`src/rtl/mem_access_if.sv`:
```
// Core-side load/store handshake and data-memory port of mem_access_unit, bundled as one interface.
// slave: the access unit's view. master: the core/memory side's view.
interface mem_access_if #(
    parameter int ADDR_W = 14
);
    logic              req_valid;
    logic              req_ready;
    logic              req_we;
    logic              req_byte;
    logic [ADDR_W-1:0] req_addr;
    logic [15:0]       req_wdata;
    logic              rsp_valid;
    logic              rsp_ready;
    logic [15:0]       rsp_data;
    logic              rsp_err;
    logic [ADDR_W-1:0] mem_addr;
    logic [15:0]       mem_wdata;
    logic              mem_we;
    logic [15:0]       mem_rdata;

    modport slave (
        input  req_valid, req_we, req_byte, req_addr, req_wdata, rsp_ready, mem_rdata,
        output req_ready, rsp_valid, rsp_data, rsp_err, mem_addr, mem_wdata, mem_we
    );

    modport master (
        output req_valid, req_we, req_byte, req_addr, req_wdata, rsp_ready, mem_rdata,
        input  req_ready, rsp_valid, rsp_data, rsp_err, mem_addr, mem_wdata, mem_we
    );
endinterface

```
`src/rtl/mem_access_unit.sv`:
```
// Load/store initiator for the byte-addressed data memory; one request in flight, byte stores via RMW.
// Optional MEMACC_ALIGN_CHECK_EN: reject word accesses at even addresses with rsp_err.
module mem_access_unit #(
    parameter int ADDR_W   = 14,
    parameter int HOLD_CYC = 1
) (
    input  logic         clk,
    input  logic         rst_n,
    mem_access_if.slave  bus
);
    // state | meaning
    // IDLE  | waiting for a request, req_ready high
    // RD    | memory read phase, mem_rdata captured on last hold cycle
    // WR    | memory write phase, mem_we high for HOLD_CYC cycles
    // RESP  | response presented until rsp_ready
    typedef enum logic [1:0] {IDLE, RD, WR, RESP} state_t;

    localparam int CNT_W = (HOLD_CYC > 1) ? $clog2(HOLD_CYC) : 1;
    localparam logic [CNT_W-1:0] CNT_LOAD = CNT_W'(HOLD_CYC - 1);

    state_t            state_q, state_d;
    logic [CNT_W-1:0]  cnt_q, cnt_d;
    logic              we_q, we_d;
    logic              byte_q, byte_d;
    logic [7:0]        bdata_q, bdata_d;
    logic [ADDR_W-1:0] mem_addr_q, mem_addr_d;
    logic [15:0]       mem_wdata_q, mem_wdata_d;
    logic              mem_we_q, mem_we_d;
    logic [15:0]       rsp_data_q, rsp_data_d;
    logic              rsp_err_q, rsp_err_d;
    logic              reject;

`ifdef MEMACC_ALIGN_CHECK_EN
    // A==0 has bit 0 clear, so the wrap case is rejected by the same test
    assign reject = !bus.req_byte && !bus.req_addr[0];
`else
    assign reject = 1'b0;
`endif

    always_comb begin
        state_d     = state_q;
        cnt_d       = cnt_q;
        we_d        = we_q;
        byte_d      = byte_q;
        bdata_d     = bdata_q;
        mem_addr_d  = mem_addr_q;
        mem_wdata_d = mem_wdata_q;
        mem_we_d    = mem_we_q;
        rsp_data_d  = rsp_data_q;
        rsp_err_d   = rsp_err_q;
        case (state_q)
            IDLE: begin
                if (bus.req_valid) begin
                    we_d       = bus.req_we;
                    byte_d     = bus.req_byte;
                    bdata_d    = bus.req_wdata[7:0];
                    rsp_data_d = 16'h0000;
                    rsp_err_d  = 1'b0;
                    cnt_d      = CNT_LOAD;
                    if (reject) begin
                        rsp_err_d = 1'b1;
                        state_d   = RESP;
                    end else begin
                        mem_addr_d = bus.req_addr;
                        if (bus.req_we && !bus.req_byte) begin
                            mem_wdata_d = bus.req_wdata;
                            mem_we_d    = 1'b1;
                            state_d     = WR;
                        end else begin
                            state_d = RD;
                        end
                    end
                end
            end
            RD: begin
                if (cnt_q == '0) begin
                    if (we_q) begin
                        // high lane takes the new byte, low lane keeps mem[A-1]
                        mem_wdata_d = {bdata_q, bus.mem_rdata[7:0]};
                        mem_we_d    = 1'b1;
                        cnt_d       = CNT_LOAD;
                        state_d     = WR;
                    end else begin
                        rsp_data_d = byte_q ? {8'h00, bus.mem_rdata[15:8]} : bus.mem_rdata;
                        state_d    = RESP;
                    end
                end else begin
                    cnt_d = cnt_q - 1'b1;
                end
            end
            WR: begin
                if (cnt_q == '0) begin
                    mem_we_d = 1'b0;
                    state_d  = RESP;
                end else begin
                    cnt_d = cnt_q - 1'b1;
                end
            end
            RESP: begin
                if (bus.rsp_ready) begin
                    state_d = IDLE;
                end
            end
            default: state_d = IDLE;
        endcase
    end

    always_ff @(posedge clk or negedge rst_n) begin
        if (!rst_n) begin
            state_q     <= IDLE;
            cnt_q       <= '0;
            we_q        <= 1'b0;
            byte_q      <= 1'b0;
            bdata_q     <= 8'h00;
            mem_addr_q  <= '0;
            mem_wdata_q <= 16'h0000;
            mem_we_q    <= 1'b0;
            rsp_data_q  <= 16'h0000;
            rsp_err_q   <= 1'b0;
        end else begin
            state_q     <= state_d;
            cnt_q       <= cnt_d;
            we_q        <= we_d;
            byte_q      <= byte_d;
            bdata_q     <= bdata_d;
            mem_addr_q  <= mem_addr_d;
            mem_wdata_q <= mem_wdata_d;
            mem_we_q    <= mem_we_d;
            rsp_data_q  <= rsp_data_d;
            rsp_err_q   <= rsp_err_d;
        end
    end

    assign bus.req_ready = rst_n && (state_q == IDLE);
    assign bus.rsp_valid = (state_q == RESP);
    assign bus.rsp_data  = rsp_data_q;
    assign bus.rsp_err   = rsp_err_q;
    assign bus.mem_addr  = mem_addr_q;
    assign bus.mem_wdata = mem_wdata_q;
    assign bus.mem_we    = mem_we_q;
endmodule

```
`src/flat_wrapper.sv`:
```
// flat-port wrapper written by rule: the top's interface ports become plain ports
module mem_access_unit_flat 
#(
    parameter int ADDR_W   = 14,
    parameter int HOLD_CYC = 1
)
  (clk, rst_n, bus_req_valid, bus_req_we, bus_req_byte, bus_req_addr, bus_req_wdata, bus_rsp_ready, bus_mem_rdata, bus_req_ready, bus_rsp_valid, bus_rsp_data, bus_rsp_err, bus_mem_addr, bus_mem_wdata, bus_mem_we);
  mem_access_if #(.ADDR_W(ADDR_W)) bus_i ();
  input  logic clk;
  input  logic rst_n;
  input wire logic [$bits(bus_i.req_valid)-1:0] bus_req_valid;
  input wire logic [$bits(bus_i.req_we)-1:0] bus_req_we;
  input wire logic [$bits(bus_i.req_byte)-1:0] bus_req_byte;
  input wire logic [$bits(bus_i.req_addr)-1:0] bus_req_addr;
  input wire logic [$bits(bus_i.req_wdata)-1:0] bus_req_wdata;
  input wire logic [$bits(bus_i.rsp_ready)-1:0] bus_rsp_ready;
  input wire logic [$bits(bus_i.mem_rdata)-1:0] bus_mem_rdata;
  output wire logic [$bits(bus_i.req_ready)-1:0] bus_req_ready;
  output wire logic [$bits(bus_i.rsp_valid)-1:0] bus_rsp_valid;
  output wire logic [$bits(bus_i.rsp_data)-1:0] bus_rsp_data;
  output wire logic [$bits(bus_i.rsp_err)-1:0] bus_rsp_err;
  output wire logic [$bits(bus_i.mem_addr)-1:0] bus_mem_addr;
  output wire logic [$bits(bus_i.mem_wdata)-1:0] bus_mem_wdata;
  output wire logic [$bits(bus_i.mem_we)-1:0] bus_mem_we;
  assign bus_i.req_valid = bus_req_valid;
  assign bus_i.req_we = bus_req_we;
  assign bus_i.req_byte = bus_req_byte;
  assign bus_i.req_addr = bus_req_addr;
  assign bus_i.req_wdata = bus_req_wdata;
  assign bus_i.rsp_ready = bus_rsp_ready;
  assign bus_i.mem_rdata = bus_mem_rdata;
  assign bus_req_ready = bus_i.req_ready;
  assign bus_rsp_valid = bus_i.rsp_valid;
  assign bus_rsp_data = bus_i.rsp_data;
  assign bus_rsp_err = bus_i.rsp_err;
  assign bus_mem_addr = bus_i.mem_addr;
  assign bus_mem_wdata = bus_i.mem_wdata;
  assign bus_mem_we = bus_i.mem_we;
  mem_access_unit #(.ADDR_W(ADDR_W), .HOLD_CYC(HOLD_CYC)) u_core (.clk(clk), .rst_n(rst_n), .bus(bus_i));
endmodule
```
`config.mk`:
```
export PLATFORM = sky130hd
export DESIGN_NAME = mem_access_unit_flat
export DESIGN_NICKNAME = d
export VERILOG_FILES = /design/src/rtl/mem_access_if.sv /design/src/rtl/mem_access_unit.sv /design/src/flat_wrapper.sv
export SDC_FILE = /design/constraint.sdc
export NUM_CORES = 1
export LEC_CHECK = 0
export ABC_AREA = 1
export BUFFER_PORTS_ARGS = -buffer_cell sky130_fd_sc_hd__clkbuf_2
export CORE_AREA = 4 4 81 83
export CTS_CLUSTER_SIZE = 16
export DETAILED_ROUTE_END_ITERATION = 7
export DIE_AREA = 0 0 85 87
export GPL_TIMING_DRIVEN = 0
export PLACE_DENSITY = 0.85
export SLEW_MARGIN = 0
export SYNTH_ARGS = -nofsm -noshare
export SYNTH_HDL_FRONTEND = slang
export SYNTH_SLANG_ARGS = --single-unit
export TNS_END_PERCENT = 5
```
`constraint.sdc`:
```
create_clock -name clk -period 2.3 [get_ports clk]
set_clock_uncertainty 0.2 [all_clocks]
set_input_delay 0.115 -clock clk [delete_from_list [all_inputs] [get_ports clk]]
set_output_delay 0.115 -clock clk [all_outputs]
set_load 0.03 [all_outputs]
```
==> results.json <==
{
  "yosys.area.top_type": "sky130_fd_sc_hd__dfrtp_1",
  "power_per_cell_area_nw_per_um2": 1473,
  "detail_route.iter0.violations": 220,
  "drive_above_1_share": 0.3340,
  "total_routing_resource_utilization_after_global_routing": 0.2461,
  "drt_wl_total_um": 8761,
  "clk_latency_ns": 0.34,
  "grt_setup_unrepaired": "no",
  "number_of_violations_of_the_max_capacitance_limit": 0,
  "cts-htree-levels": 3,
  "post_synthesis_instance_area_um2": 2887,
  "synth_sequential_area_ratio": 0.5115,
  "tritoncts": "built",
  "clock_tree.buffer_depth": 2,
  "critical_path_peak_fanout": 7,
  "hold_path_class": "in -> reg",
  "design.final.nets": 550,
  "postRouteAntennaNets": 0,
  "final_common_cell": "sky130_fd_sc_hd__nand2_1",
  "clock_sinks": 59,
  "yosysWarningCount": 0,
  "grt_pass1_vias": 3044,
  "finalInstanceArea_um2": 4212,
  "startpoint_type_of_the_worst_setup_path": "flip-flop",
  "whs_ns": 0.02511,
  "avgRoutedWirePerCell_um": 15.32,
  "areaGrowthSynthToFinish_pct": 45.90,
  "fp.dieH_um": 87,
  "status": "complete, no violations",
  "post_synth.cell_area_avg_um2": 8.800,
  "post-route-min-period_ns": 2.152,
  "finalMaxSlewViolations": 0,
  "critical_path_arrival_ns": 2.17,
  "postSynthCellCount": 328,
  "final_weighted_congestion_in_routability_driven_placement": 0.8456,
  "clockPowerShare": 0.153,
  "cts_buffers": 9,
  "die-area_um2": 7395,
  "hpwlAfterDp_um": 5136,
  "timing_worst_slew_pin_value_ns": 0.8084,
  "critPathKind": "reg -> reg",
  "totalNegativeSetupSlack_ns": 0,
  "viasPerCell": 5.128,
  "grt_pass1_wl_um": 14030,
  "vdd_ir_drop_max_uv": 875.4,
  "synth.distinct_cells": 26,
  "postSynthRegisterBits": 59,
  "initial_utilization": 0.4934,
  "total_leakage_power_uw": 0.002288,
  "core-area_um2": 5851,
  "route.vias.total": 2933,
  "critPathCaptureType": "flip-flop",
  "detailedRoute.firstPassIterationCount": 5,
  "design.portCount": 102,
  "grt_max_degree": 61,
  "final-setup-viol-count": 0,
  "port_buffers": 100,
  "critical_path_required_ns": 2.32,
  "finalPower_uw": 6202,
  "pwr-share-seq": 0.296,
  "cell_internal_pwr_uw": 3244,
  "grt_antenna_before_repair": 0,
  "cts.clk_slew.worst_paths_ns": 0.06,
  "timing.slew.headroom": 0.4610,
  "gr-total-overflow": 0,
  "power.switching_fraction": 0.4769,
  "leading_cell_types_in_the_layout_fill_and_taps_excluded": "118 x sky130_fd_sc_hd__nand2_1, 100 x sky130_fd_sc_hd__clkbuf_2, 58 x sky130_fd_sc_hd__dfrtp_1",
  "timing_hold_violations_final": 0,
  "max_freq_ghz": 0.4646,
  "syn_nets": 386,
  "p_comb_frac": 0.551,
  "cts.root.buffer_cell": "sky130_fd_sc_hd__clkbuf_8",
  "synthTopCellsByArea": "sky130_fd_sc_hd__dfrtp_1 51%, sky130_fd_sc_hd__nand2_1 15%, sky130_fd_sc_hd__mux2_4 5.2%, sky130_fd_sc_hd__o21ai_0 5.0%, sky130_fd_sc_hd__nand3_1 4.3%",
  "horiz_die_dim_um": 85,
  "placement.cell_area_um2": 3483,
  "drc": 0,
  "total_switching_power_uw": 2958,
  "fp-row-count": 28,
  "insertedDiodeCount": 0,
  "final.period_utilization": 0.9358,
  "post-synth-top-area-fraction": 0.5115
}
==> layout make-up <==
type                       instances  area [um2]
multi-input combinational        227        1210
clock buffer                      11       141.4
fill                             398        1639
tap                               75       93.84
clock inverter                     5       52.55
buffer                            15       98.84
sequential                        59        1478
timing repair buffer             153        1033
inverter                          27       103.9
==> layer usage <==
| layer | GRT usage | routed length (um) | part of all wire |
|---|---|---|---|
| met1 | 0.2722 | 3173 | 0.36 |
| met2 | 0.4343 | 4443 | 0.51 |
| met3 | 0.05582 | 666 | 0.076 |
| met4 | 0.1410 | 478 | 0.055 |
| met5 | 0 | 0 | 0 |
==> Yosys cell counts <==
master                     count
sky130_fd_sc_hd__nor2_2        2
sky130_fd_sc_hd__inv_1        25
sky130_fd_sc_hd__or2_2         8
sky130_fd_sc_hd__nand2_1     118
sky130_fd_sc_hd__inv_2         1
sky130_fd_sc_hd__buf_6         3
sky130_fd_sc_hd__dfrtp_1      59
sky130_fd_sc_hd__nand3_1      25
sky130_fd_sc_hd__clkbuf_2      1
sky130_fd_sc_hd__nand3b_1      1
sky130_fd_sc_hd__mux2_2        4
sky130_fd_sc_hd__buf_4         3
sky130_fd_sc_hd__mux2_4       10
sky130_fd_sc_hd__buf_2         6
sky130_fd_sc_hd__o21ai_1       8
sky130_fd_sc_hd__nand3_4       1
sky130_fd_sc_hd__nand2_2       6
sky130_fd_sc_hd__nor2_1        3
sky130_fd_sc_hd__clkbuf_1      2
sky130_fd_sc_hd__nand2_4       1
sky130_fd_sc_hd__ha_1          6
sky130_fd_sc_hd__conb_1        1
sky130_fd_sc_hd__o21ai_0      29
sky130_fd_sc_hd__inv_4         1
sky130_fd_sc_hd__a21oi_1       2
sky130_fd_sc_hd__nor2_4        2
==> flip-flops by register name (all words and copies together) (netlist names) <==
signal,count
u_core.we_q,1
u_core.bus.mem_we,1
u_core.bus.mem_wdata,16
u_core.bus.rsp_data,16
u_core.bdata_q,8
u_core.bus.mem_addr,14
u_core.byte_q,1
u_core.state_q,2
==> worst paths after layout <==
| check | start | end | slack [ns] | cells past startpoint |
|---|---|---|---|---|
| max | u_core.state_q[1] | u_core.bus.mem_addr[0] | 0.15 | 5 |
| min | bus_mem_rdata[3] | u_core.bus.rsp_data[3] | 0.03 | 4 |
| max reg2reg | u_core.state_q[1] | u_core.bus.mem_addr[0] | 0.15 | 5 |
| min reg2reg | u_core.bus.mem_we | u_core.bus.mem_we | 0.27 | 2 |
| max in group asynchronous | rst_n | u_core.state_q[0] | 1.10 | 2 |
| min in group asynchronous | rst_n | u_core.bus.mem_wdata[3] | 0.22 | 2 |
==> power groups by stage <==
stage	logic (uW)	registers, uW	clock network (uW)
floorplan	1640	2540	0
global placement	3150	1800	0
global route	3720	1890	1000
CTS	3380	1810	950
finish	3420	1830	951
detailed placement	3210	1830	0
==> metrics by stage <==
step | util | worst slack, ns | cells
CTS | 0.7192 | 0.06208 | 572
finish | 0.7198 | 0.1476 | 572
global route | 0.7198 | 0.04003 | 572
global placement | 0.5950 | 0.3086 | 503
detailed placement | 0.5954 | 0.3917 | 503
floorplan | - | 0.5980 | 328
==> critical path: stages, from the launching register on <==
cell                            delay (ns)
sky130_fd_sc_hd__dfrtp_1              0.40
sky130_fd_sc_hd__inv_1                0.17
sky130_fd_sc_hd__ha_2                 0.30
sky130_fd_sc_hd__nand2_4              0.11
sky130_fd_sc_hd__mux2_2               0.29
sky130_fd_sc_hd__dlygate4sd3_1        0.56
==> kinds of logic (layout without fill, tap and decap cells) <==
family,Yosys count,in the layout,synth area share
other,1,1,0.001299
flip-flops,59,59,0.5115
AO/OA/AOI/OAI,39,39,0.06762
multiplexers,14,14,0.06762
AND/OR/NAND/NOR,167,167,0.2557
buffers and inverters,42,211,0.07022
adder cells (fa/ha/maj),6,6,0.02601
==> timing repair <==
item | CTS | global route
resized for setup | 0 | 2
setup endpoints to repair | 0 | 4
buffers inserted | 0 | 0
hold buffers | 53 | 0
endpoints found under the hold margin | 116 | 0
(Power assumes the default switching activity.)
